File: src/rtl/riscv_pkg.sv
`default_nettype none
// ----------------------------------------------------------------------------
// riscv : shared rv32 pipeline types, constants and decode helpers
// Rev 1.1 : decode-stage op classes, opcode constants and imm_gen
// ----------------------------------------------------------------------------
package riscv;

  typedef logic [31:0] pc_t;
  typedef logic [31:0] ir_t;
  typedef logic [31:0] word_t;
  typedef logic [4:0]  reg_t;

  localparam pc_t INIT_PC = 32'h0000_0000;
  localparam ir_t NOP     = 32'h0000_0013;  // addi x0, x0, 0

  typedef enum logic [3:0] {
    OP_NOP  = 4'd0,
    LUI     = 4'd1,
    AUIPC   = 4'd2,
    JAL     = 4'd3,
    JALR    = 4'd4,
    BRANCH  = 4'd5,
    LOAD    = 4'd6,
    STORE   = 4'd7,
    OP_IMM  = 4'd8,
    OP      = 4'd9,
    ILLEGAL = 4'd10
  } op_t;

  typedef logic [4:0] opcode_t;

  localparam opcode_t OPC_LOAD   = 5'b00000;
  localparam opcode_t OPC_OP_IMM = 5'b00100;
  localparam opcode_t OPC_AUIPC  = 5'b00101;
  localparam opcode_t OPC_STORE  = 5'b01000;
  localparam opcode_t OPC_OP     = 5'b01100;
  localparam opcode_t OPC_LUI    = 5'b01101;
  localparam opcode_t OPC_BRANCH = 5'b11000;
  localparam opcode_t OPC_JALR   = 5'b11001;
  localparam opcode_t OPC_JAL    = 5'b11011;

  function automatic op_t op_class(input ir_t ir);
    op_t op;
    op = ILLEGAL;
    if (ir == NOP) begin
      op = OP_NOP;
    end else if (ir[1:0] == 2'b11) begin
      case (ir[6:2])
        OPC_LUI:    op = LUI;
        OPC_AUIPC:  op = AUIPC;
        OPC_JAL:    op = JAL;
        OPC_JALR:   op = JALR;
        OPC_BRANCH: op = BRANCH;
        OPC_LOAD:   op = LOAD;
        OPC_STORE:  op = STORE;
        OPC_OP_IMM: op = OP_IMM;
        OPC_OP:     op = OP;
        default:    op = ILLEGAL;
      endcase
    end
    return op;
  endfunction

  function automatic word_t imm_gen(input ir_t ir, input op_t op);
    word_t imm;
    case (op)
      JALR, LOAD, OP_IMM: imm = {{20{ir[31]}}, ir[31:20]};
      STORE:              imm = {{20{ir[31]}}, ir[31:25], ir[11:7]};
      BRANCH:             imm = {{19{ir[31]}}, ir[31], ir[7], ir[30:25], ir[11:8], 1'b0};
      LUI, AUIPC:         imm = {ir[31:12], 12'b0};
      JAL:                imm = {{11{ir[31]}}, ir[31], ir[19:12], ir[20], ir[30:21], 1'b0};
      default:            imm = '0;
    endcase
    return imm;
  endfunction

endpackage
`default_nettype wire

File: src/rtl/decode_regfile.sv
`default_nettype none
// ----------------------------------------------------------------------------
// regfile : 32x32 register file, 2 async reads, 1 sync write, x0 hardwired
// Rev 1.0 : initial release
// ----------------------------------------------------------------------------
module regfile
  import riscv::*;
(
  input  logic  clk,
  input  logic  we,
  input  reg_t  waddr,
  input  word_t wdata,
  input  reg_t  raddr1,
  output word_t rdata1,
  input  reg_t  raddr2,
  output word_t rdata2
);

  // Entry 0 is never written; reads of x0 are short-circuited below.
  word_t mem [32];

  always_ff @(posedge clk) begin
    if (we && waddr != '0) begin
      mem[waddr] <= wdata;
    end
  end

  // Write-through so a same-cycle writeback is visible to the reader.
  always_comb begin
    rdata1 = '0;
    rdata2 = '0;
    if (raddr1 != '0) begin
      rdata1 = (we && waddr == raddr1) ? wdata : mem[raddr1];
    end
    if (raddr2 != '0) begin
      rdata2 = (we && waddr == raddr2) ? wdata : mem[raddr2];
    end
  end

endmodule
`default_nettype wire

File: src/rtl/decode.sv
`default_nettype none
// ----------------------------------------------------------------------------
// decode : rv32 decode stage with register read and load-use stall
// Rev 1.0 : initial release (execute-stage rd input is named exe_rd)
// ----------------------------------------------------------------------------
module decode #(
  parameter riscv::pc_t INIT_PC = riscv::INIT_PC
) (
  input  logic         clk,
  input  logic         reset,
  input  riscv::pc_t   pc,
  input  riscv::ir_t   ir,
  input  logic         flush,
  input  logic         ex_load,
  input  riscv::reg_t  exe_rd,
  input  logic         wb_en,
  input  riscv::reg_t  wb_rd,
  input  riscv::word_t wb_data,
  output logic         bubble,
  output logic         ex_valid,
  output riscv::pc_t   ex_pc,
  output riscv::op_t   ex_op,
  output logic [2:0]   ex_funct3,
  output logic         ex_alt,
  output riscv::reg_t  ex_rs1,
  output riscv::reg_t  ex_rs2,
  output riscv::word_t ex_rs1_data,
  output riscv::word_t ex_rs2_data,
  output riscv::word_t ex_imm,
  output riscv::reg_t  ex_rd,
  output logic         ex_illegal
);

  typedef enum logic {RUN = 1'b0, STALL = 1'b1} state_t;

  state_t       state;
  riscv::pc_t   hold_pc;
  riscv::ir_t   hold_ir;

  riscv::pc_t   src_pc;
  riscv::ir_t   src_ir;
  riscv::op_t   op;
  logic         uses_rs1;
  logic         uses_rs2;
  riscv::reg_t  rs1;
  riscv::reg_t  rs2;
  riscv::reg_t  rd;
  logic         alt;
  riscv::word_t imm;
  riscv::word_t rs1_data;
  riscv::word_t rs2_data;
  logic         hazard;

  always_comb begin
    src_pc   = (state == STALL) ? hold_pc : pc;
    src_ir   = (state == STALL) ? hold_ir : ir;
    op       = riscv::op_class(src_ir);
    imm      = riscv::imm_gen(src_ir, op);
    uses_rs1 = op inside {riscv::JALR, riscv::BRANCH, riscv::LOAD,
                          riscv::STORE, riscv::OP_IMM, riscv::OP};
    uses_rs2 = op inside {riscv::BRANCH, riscv::STORE, riscv::OP};
    // Unused source fields are zeroed so execute never forwards on them.
    rs1      = uses_rs1 ? src_ir[19:15] : '0;
    rs2      = uses_rs2 ? src_ir[24:20] : '0;
    rd       = (op inside {riscv::OP_NOP, riscv::BRANCH, riscv::STORE, riscv::ILLEGAL})
               ? '0 : src_ir[11:7];
    alt      = 1'b0;
    if (op == riscv::OP) begin
      alt = src_ir[30];
    end else if (op == riscv::OP_IMM && src_ir[14:12] == 3'b101) begin
      alt = src_ir[30];
    end
    // rs1/rs2 are already zero when unused and exe_rd is nonzero here.
    hazard   = (state == RUN) && ex_load && (exe_rd != '0)
               && ((rs1 == exe_rd) || (rs2 == exe_rd));
  end

  regfile u_regfile (
    .clk    (clk),
    .we     (wb_en),
    .waddr  (wb_rd),
    .wdata  (wb_data),
    .raddr1 (rs1),
    .rdata1 (rs1_data),
    .raddr2 (rs2),
    .rdata2 (rs2_data)
  );

  always_ff @(posedge clk) begin
    if (reset) begin
      state       <= RUN;
      hold_pc     <= '0;
      hold_ir     <= riscv::NOP;
      bubble      <= 1'b0;
      ex_valid    <= 1'b0;
      ex_pc       <= INIT_PC;
      ex_op       <= riscv::OP_NOP;
      ex_funct3   <= '0;
      ex_alt      <= 1'b0;
      ex_rs1      <= '0;
      ex_rs2      <= '0;
      ex_rs1_data <= '0;
      ex_rs2_data <= '0;
      ex_imm      <= '0;
      ex_rd       <= '0;
      ex_illegal  <= 1'b0;
    end else if (flush) begin
      state    <= RUN;
      bubble   <= 1'b0;
      ex_valid <= 1'b0;
    end else if (hazard) begin
      hold_pc  <= pc;
      hold_ir  <= ir;
      ex_valid <= 1'b0;
      bubble   <= 1'b1;
      state    <= STALL;
    end else begin
      state       <= RUN;
      bubble      <= 1'b0;
      ex_valid    <= (op != riscv::OP_NOP);
      ex_pc       <= src_pc;
      ex_op       <= op;
      ex_funct3   <= src_ir[14:12];
      ex_alt      <= alt;
      ex_rs1      <= rs1;
      ex_rs2      <= rs2;
      ex_rs1_data <= rs1_data;
      ex_rs2_data <= rs2_data;
      ex_imm      <= imm;
      ex_rd       <= rd;
      ex_illegal  <= (op == riscv::ILLEGAL);
    end
  end

endmodule
`default_nettype wire

File: config.mk
export PLATFORM = sky130hd
export DESIGN_NAME = decode
export DESIGN_NICKNAME = d
export VERILOG_FILES = /design/src/rtl/riscv_pkg.sv /design/src/rtl/decode_regfile.sv /design/src/rtl/decode.sv
export SDC_FILE = /design/constraint.sdc
export NUM_CORES = 2
export LEC_CHECK = 0
export CORE_UTILIZATION = 50
export DETAILED_ROUTE_END_ITERATION = 8
export GPL_TIMING_DRIVEN = 0
export PLACE_DENSITY = 0.67
export REMOVE_ABC_BUFFERS = 1
export SETUP_SLACK_MARGIN = 0.02
export SYNTH_ARGS = -nofsm -noshare
export SYNTH_HDL_FRONTEND = slang
export SYNTH_SLANG_ARGS = --single-unit
File: constraint.sdc
create_clock -name clk -period 5.15 [get_ports clk]
set_input_delay 1.03 -clock clk [delete_from_list [all_inputs] [get_ports clk]]
set_output_delay 1.03 -clock clk [all_outputs]
set_load 0.005 [all_outputs]
# Yosys cells after proc, flatten, opt, wreduce, memory -nomap -nowiden
# Memory sizes are Yosys's and may differ from the RTL's.
# Index checks and enable logic that the tools add are counted.
[word_totals] n_memories=2 rom_bits=128 input_bits=111 latch_bits=0 ramBits=1024 register_bits=218 out_inout_bits=154
[mem_list] memory="u_regfile.mem" words=32 width=32 read_ports=2 rd_ports_with_merged_regs=0 wr=1 line_no="decode_regfile.sv:20" rtl="word_t mem [32];"
[mem_list] memory="(no name shown)" words=32 width=4 read_ports=1 rd_ports_with_merged_regs=0 wr=0 line_no="riscv_pkg.sv:48" rtl="case (ir[6:2])"
[classes] n_mux=17 order_cmp=0 eq_ne=17 div_mod_pow=0 shift=0 n_reduce_logical=23 mul=0 n_bitwise=3 add_sub_neg=0
[op_table] op="32-bit 2-to-1 mux" count=6
[op_table] op="32-bit case mux with 5 select lines" count=1
[op_table] op="32-bit by 5-bit equality test with 1-bit output, second input constant" count=1
[op_table] op="5-bit equality test" count=4
[op_table] op="5-bit nonzero test" count=4
[op_table] op="4-bit by 3-bit equality test with 1-bit output, second input constant" count=4
[op_table] op="5-bit 2-to-1 mux" count=3
[op_table] op="4-bit equality test, second input constant" count=3
[op_table] op="4-bit by 2-bit equality test with 1-bit output, second input constant" count=2
[op_table] op="4-bit 2-to-1 mux" count=2
[op_table] op="4-bit nonzero test" count=2
[op_table] op="1-bit logical AND" count=7
[op_table] op="6-bit nonzero test" count=1
[op_table] op="3-bit OR reduction" count=2
[op_table] op="1-bit 2-to-1 mux" count=5
[op_table] op="4-bit by 1-bit equality test with 1-bit output, second input constant" count=1
[op_table] op="4-bit logical NOT" count=1
[op_table] op="2-bit AND reduction" count=2
[op_table] op="2-bit OR reduction" count=2
[op_table] op="3-bit equality test, second input constant" count=1
[op_table] op="1-bit inverter" count=3
[op_table] op="3-bit nonzero test" count=1
[op_table] op="2-bit equality test, second input constant" count=1
[op_table] op="1-bit logical OR" count=1

# Logic depth before layout (Yosys ltp)
[depth] ltp_word=12 depth_mapped=26 depth_no_buf=13

# Hierarchy
# Synthesis repeated with hierarchy kept, for this count alone.
[hier_totals] hier_cells=3691 area_unflattened_um2=57869.3
[modules_own_cells] module="regfile" cells_each=2520 seq_area_each_um2=30749.5 area_per_inst_um2=47869.7 n_inst=1
[modules_own_cells] module="decode" cells_each=1171 seq_area_each_um2=4364.2 area_per_inst_um2=9999.6 n_inst=1

# Worst setup path before layout
# Ideal clock, no wire load.
[synth_timing] kind="reg2reg" startpoint="reg state" endpoint="reg ex_rs1_data[16]" stages_incl_launch_ff=26 t_arrival_ns=5.351 n_path_buf=13 period_less_slack_ns=5.468 slack_ns=-0.318 path_cell_list="dfxtp_1 -> buf_6 -> buf_6 -> buf_6 -> buf_6 -> buf_2 -> buf_2 -> buf_1 -> buf_1 -> mux2i_1 -> ha_1 -> nor2_1 -> o32ai_1 -> o22a_1 -> buf_2 -> and2_0 -> clkbuf_1 -> a21oi_2 -> buf_4 -> nor4_2 -> buf_4 -> buf_2 -> a31oi_1 -> nand3_1 -> a31oi_1 -> a22o_1"
[synth_between] elab_chain_len=12
[synth_lines] element="start, declared" line_no="decode.sv:36" rtl="state_t state;"
[synth_lines] element="start signal, assigned" line_no="decode.sv:91" rtl="state <= RUN;"
[synth_lines] element="start signal, assigned" line_no="decode.sv:108" rtl="state <= RUN;"
[synth_lines] element="start signal, assigned" line_no="decode.sv:116" rtl="state <= STALL;"
[synth_lines] element="branches (longest 12 deep; another with memory 32 x 32 bit)"
[synth_lines] element="end signal, assigned" line_no="decode.sv:127" rtl="ex_rs1_data <= rs1_data;"
[synth_lines] element="end, declared" line_no="decode.sv:27" rtl="output riscv::word_t ex_rs1_data,"
# Several ways; the timed one is not identified.
# A chain may end at the register's enable or synchronous reset.

# Worst setup path after layout
[layout_timing] startpoint="in ir[0]" endpoint="reg ex_rs2_data[11]"
[layout_between] elab_chain_len=12
[layout_lines] element="start, declared" line_no="decode.sv:12" rtl="input riscv::ir_t ir,"
[layout_lines] element="32-bit 2-to-1 mux (*)" line_no="decode.sv:56" rtl="src_ir = (state == STALL) ? hold_ir : ir;"
[layout_lines] element="branches (longest 2 deep; another with 32-bit by 5-bit equality test with 1-bit output)"
[layout_lines] element="4-bit 2-to-1 mux (*)" line_no="riscv_pkg.sv:45" rtl="if (ir == NOP) begin"
[layout_lines] element="branches (longest 8 deep; another with memory 32 x 32 bit)"
[layout_lines] element="end signal, assigned" line_no="decode.sv:128" rtl="ex_rs2_data <= rs2_data;"
[layout_lines] element="end, declared" line_no="decode.sv:28" rtl="output riscv::word_t ex_rs2_data,"
# Mark *: on every way between the ends.

==> Flow_metrics.wiki <==
{| class="wikitable"
! Metric !! Value
|-
| Number of fill cells in the layout || 8,491
|-
| Tot Pwr || 0.02216 W
|-
| Number of levels in the clock H-tree || 4
|-
| DRC violations left || 0
|-
| Biggest area consumer among synthesized cells || sky130_fd_sc_hd__edfxtp_1
|-
| Final hold violation count || 0
|-
| Detailed Route Iter0 Violations || 9,151
|-
| Post-Place Worst Slack || -2.044 ns
|-
| Count of flip-flops with a built-in enable after synthesis || 1,024
|-
| Worst-path maximum fanout || 16
|-
| Kind of capture point of the worst setup path || flip-flop
|-
| Outcome || complete, no violations
|-
| Pin count of the biggest net entering global routing || 107
|-
| Fraction of post-synthesis cell area in the top cell type by area || 0.5385
|-
| Fraction of registers with async set or reset after synthesis || 0
|-
| Width of the die || 340.0 microns
|-
| Most used cells in the layout excluding fill and tap cells || sky130_fd_sc_hd__nand2_1, sky130_fd_sc_hd__edfxtp_1, sky130_fd_sc_hd__nand3_1, sky130_fd_sc_hd__clkdlybuf4s50_1, sky130_fd_sc_hd__a21oi_1
|-
| Routed length per instance || 31.55 microns
|-
| Effective utilization at floorplan || 0.5062
|-
| Biggest area contributors in the synthesized netlist || sky130_fd_sc_hd__edfxtp_1, sky130_fd_sc_hd__nand2_1, sky130_fd_sc_hd__dfxtp_1
|-
| Slew headroom || 0.1114
|-
| Start point of the critical path || ir[0]
|-
| CTS buffer count || 134
|-
| Worst path required time || 5.82 ns
|-
| Utilization after layout || 0.6223
|-
| Setup slack of the critical path after layout || 0.002641 ns
|-
| Maximum ir drop on the vdd rail || 347.0 uV
|-
| Routed WL || 226,700 microns
|-
| Leakage || 23.41 nW
|-
| Final worst clock skew || 0.03329 ns
|-
| Setup repair after global routing missed its margin || yes
|-
| Sequential element share of the synthesized area || 0.6149
|-
| Area of the core region || 112,800 sq um
|-
| Clock root buffer || sky130_fd_sc_hd__clkbuf_16
|-
| Count of antenna-violating nets left after detailed routing || 0
|-
| Synthesis-stage register bit count || 1,242
|-
| Final cell count without fillers || 7,186
|-
| Vias in the first global route || 47,420
|-
| First-pass GRT wire length || 321,200 microns
|-
| Area growth from synthesis to layout || 22.92%
|-
| Peak Freq || 194.3 MHz
|-
| I/O pin total || 265
|-
| Count of different cell masters after synthesis || 85
|-
| Worst min path class || reg2reg
|-
| TritonRoute pass-1 iters || 9
|-
| Die Footprint || 115,600 sq um
|-
| Clk sink count || 1,242
|-
| Total gr overflow || 0
|-
| Transition at the pin with the smallest max-transition slack || 1.296 ns
|-
| Syn. warnings || 0
|-
| Startpoint type of the worst setup path || primary input
|-
| CTS tree || built
|-
| Register-to-register path setup slack || 0.10 ns
|-
| Clock period minus final worst setup slack || 5.147 ns
|-
| Final layout net count || 5,683
|-
| Cell Pwr Density || 315.7 nW/um^2
|-
| Most common library cell in the layout ignoring fill and taps || sky130_fd_sc_hd__nand2_1
|-
| Most instantiated flip-flop cell in the synthesis netlist || sky130_fd_sc_hd__edfxtp_1
|-
| Worst r2r src || state$_SDFF_PP0_
|-
| Later-pin clock latency in the skew report || 0.76 ns
|-
| Overall track demand over capacity in global routing || 0.3789
|-
| Detailed-placement wirelength estimate || 140,900 microns
|-
| Average cell area after synthesis || 10.85 sq um
|-
| Max capacitance violation total || 0
|-
| Number of standard cells after synthesis || 5,262
|-
| Vert. Die Dim || 340.0 microns
|-
| Port Buffer Count || 264
|-
| Total instance count after detailed placement || 6,879
|-
| Count of standard-cell rows || 123
|-
| Area of the mapped netlist || 57,110 sq um
|-
| Fraction of final layout cells sized beyond drive strength 1 || 0.1214
|-
| Final worst-path cycle share || 0.9995
|-
| Critical path start-end classification || in2reg
|-
| Register clock-pin slew on the reported worst setup and hold paths || 0.06 ns
|-
| Count of final setup violators || 0
|-
| Total via count after detailed routing || 50,480
|-
| Average via count per standard cell || 7.025
|-
| Final weighted congestion of routability-driven global placement || 0.8273
|-
| Final count of pins violating max slew || 0
|-
| Number of antenna violations at the first check in global routing || 9
|-
| Worst hold-check slack || 0.4456 ns
|-
| Maximum clock path buffer count || 3
|-
| Arrival time worst endpoint || 5.82 ns
|-
| Start point of the worst hold path || hold_ir[0]$_SDFFE_PP1P_
|}
## power breakdown
part | internal (W) | switching (W) | total, W
Combinational | 0.000540 | 0.000997 | 0.00154
Sequential | 0.0110 | 0.0000801 | 0.0111
Clock | 0.00543 | 0.00409 | 0.00951
## path summary, 6_finish.rpt
path,cells after the start,endpoint
worst min-delay path,1,hold_ir[0]$_SDFFE_PP1P_
worst min register to register,1,hold_ir[0]$_SDFFE_PP1P_
worst max register to register,16,ex_rs2_data[11]$_SDFFE_PP0P_
worst max-delay path,17,ex_rs2_data[11]$_SDFFE_PP0P_
## cells by family after synthesis
kind of cell               synth area share
AOI/OAI and AO/OA                    0.1551
xor gates and xnor gates          0.0006136
adders and majority gates         0.0008764
buffers and inverters               0.03414
DFF                                  0.6149
muxes                               0.03455
other                            0.00006567
and+or+nand+nor                      0.1597
## cell type report
type	count	area (sq um)	area share
Sequential cell	1242	35120	0.5003
Multi-Input combinational cell	3596	20930	0.2982
Timing Repair Buffer	582	7934	0.1130
Clock buffer	187	3794	0.05404
Tap cell	1500	1877	0.02674
Clock inverter	57	474.2	0.006756
Inverter	12	45.04	0.0006417
Antenna cell	10	25.02	0.0003565
## cells in the mapped netlist, types with 5 or more instances
library cell                   n
sky130_fd_sc_hd__o21ai_0     192
sky130_fd_sc_hd__nor4_1       13
sky130_fd_sc_hd__nand2_1    1307
sky130_fd_sc_hd__a22o_1       29
sky130_fd_sc_hd__nor4b_1       5
sky130_fd_sc_hd__edfxtp_1   1024
sky130_fd_sc_hd__o211ai_1     11
sky130_fd_sc_hd__nand3b_1     10
sky130_fd_sc_hd__buf_4        15
sky130_fd_sc_hd__nor2b_1       5
sky130_fd_sc_hd__nand2b_1     11
sky130_fd_sc_hd__nand3_1     394
sky130_fd_sc_hd__mux2i_1      88
sky130_fd_sc_hd__a221o_1      89
sky130_fd_sc_hd__nor2_1      172
sky130_fd_sc_hd__o22ai_1      43
sky130_fd_sc_hd__a32o_1       11
sky130_fd_sc_hd__a211oi_1     60
sky130_fd_sc_hd__o31ai_1      15
sky130_fd_sc_hd__a21oi_1     237
sky130_fd_sc_hd__inv_1        12
sky130_fd_sc_hd__o221ai_1     92
sky130_fd_sc_hd__mux4_2       35
sky130_fd_sc_hd__a2111oi_0    11
sky130_fd_sc_hd__buf_2        91
sky130_fd_sc_hd__nor3_1       73
sky130_fd_sc_hd__clkbuf_1    297
sky130_fd_sc_hd__mux2_2       23
sky130_fd_sc_hd__buf_1        41
sky130_fd_sc_hd__and3_1       27
sky130_fd_sc_hd__a32oi_1      50
sky130_fd_sc_hd__o2111ai_1     7
sky130_fd_sc_hd__or3_1        10
sky130_fd_sc_hd__buf_6         6
sky130_fd_sc_hd__o21ai_1      26
sky130_fd_sc_hd__nor3b_1       5
sky130_fd_sc_hd__a221oi_1     68
sky130_fd_sc_hd__nand4_1      56
sky130_fd_sc_hd__a22oi_1     117
sky130_fd_sc_hd__dfxtp_1     218
sky130_fd_sc_hd__a31oi_1     178
sky130_fd_sc_hd__a311oi_1     11
## registers in the layout (all words and copies together) (netlist names), 5 cells and up
name and cells:
ex_rs1_data 32, ex_rs2_data 32, ex_pc 32, hold_ir 32
u_regfile.mem 1024, ex_rs2 5, ex_rs1 5, ex_imm 32
ex_rd 5, hold_pc 32
## stage by stage
stage	instance area (sq um)	setup TNS, ns
2_1_floorplan	55320	-2809.22
3_5_place_dp	65300	-211.76
5_1_grt	70180	-0.08371
3_3_place_gp	59840	-
4_1_cts	69940	0
6_report	70190	0
## routing by layer
layer  vias to the layer above  global-route usage  share of wire
li1                      20580                   -              -
met1                     24000              0.5045           0.35
met2                      4802              0.5281           0.41
met3                      1092              0.1397           0.17
met4                         8              0.2240          0.069
met5                         -           0.0004085        0.00024
## critical path: stages
cell	delay, ns
sky130_fd_sc_hd__clkdlybuf4s50_1	0.41
sky130_fd_sc_hd__and3b_1	0.22
sky130_fd_sc_hd__a31oi_1	0.82
sky130_fd_sc_hd__nor3_4	0.18
sky130_fd_sc_hd__buf_4	0.21
sky130_fd_sc_hd__nor3_4	0.40
sky130_fd_sc_hd__o21ai_4	0.09
sky130_fd_sc_hd__buf_4	0.27
sky130_fd_sc_hd__buf_16	0.22
sky130_fd_sc_hd__a2111oi_0	0.46
sky130_fd_sc_hd__o21ai_1	0.22
sky130_fd_sc_hd__nor3_4	0.35
sky130_fd_sc_hd__buf_6	0.24
sky130_fd_sc_hd__buf_4	0.26
sky130_fd_sc_hd__buf_6	0.21
sky130_fd_sc_hd__a22oi_1	0.08
sky130_fd_sc_hd__o21ai_0	0.13
## timing repair
action | CTS | global route
gates resized for setup | 15 | 17
endpoints found under the hold margin | 0 | 0
endpoints found under the setup margin | 202 | 63
setup buffers | 32 | 13
pin swaps | 15 | 2
hold buffers | 0 | 0
gates cloned | 5 | 2
Note: power is estimated with default switching activity, not from simulation.
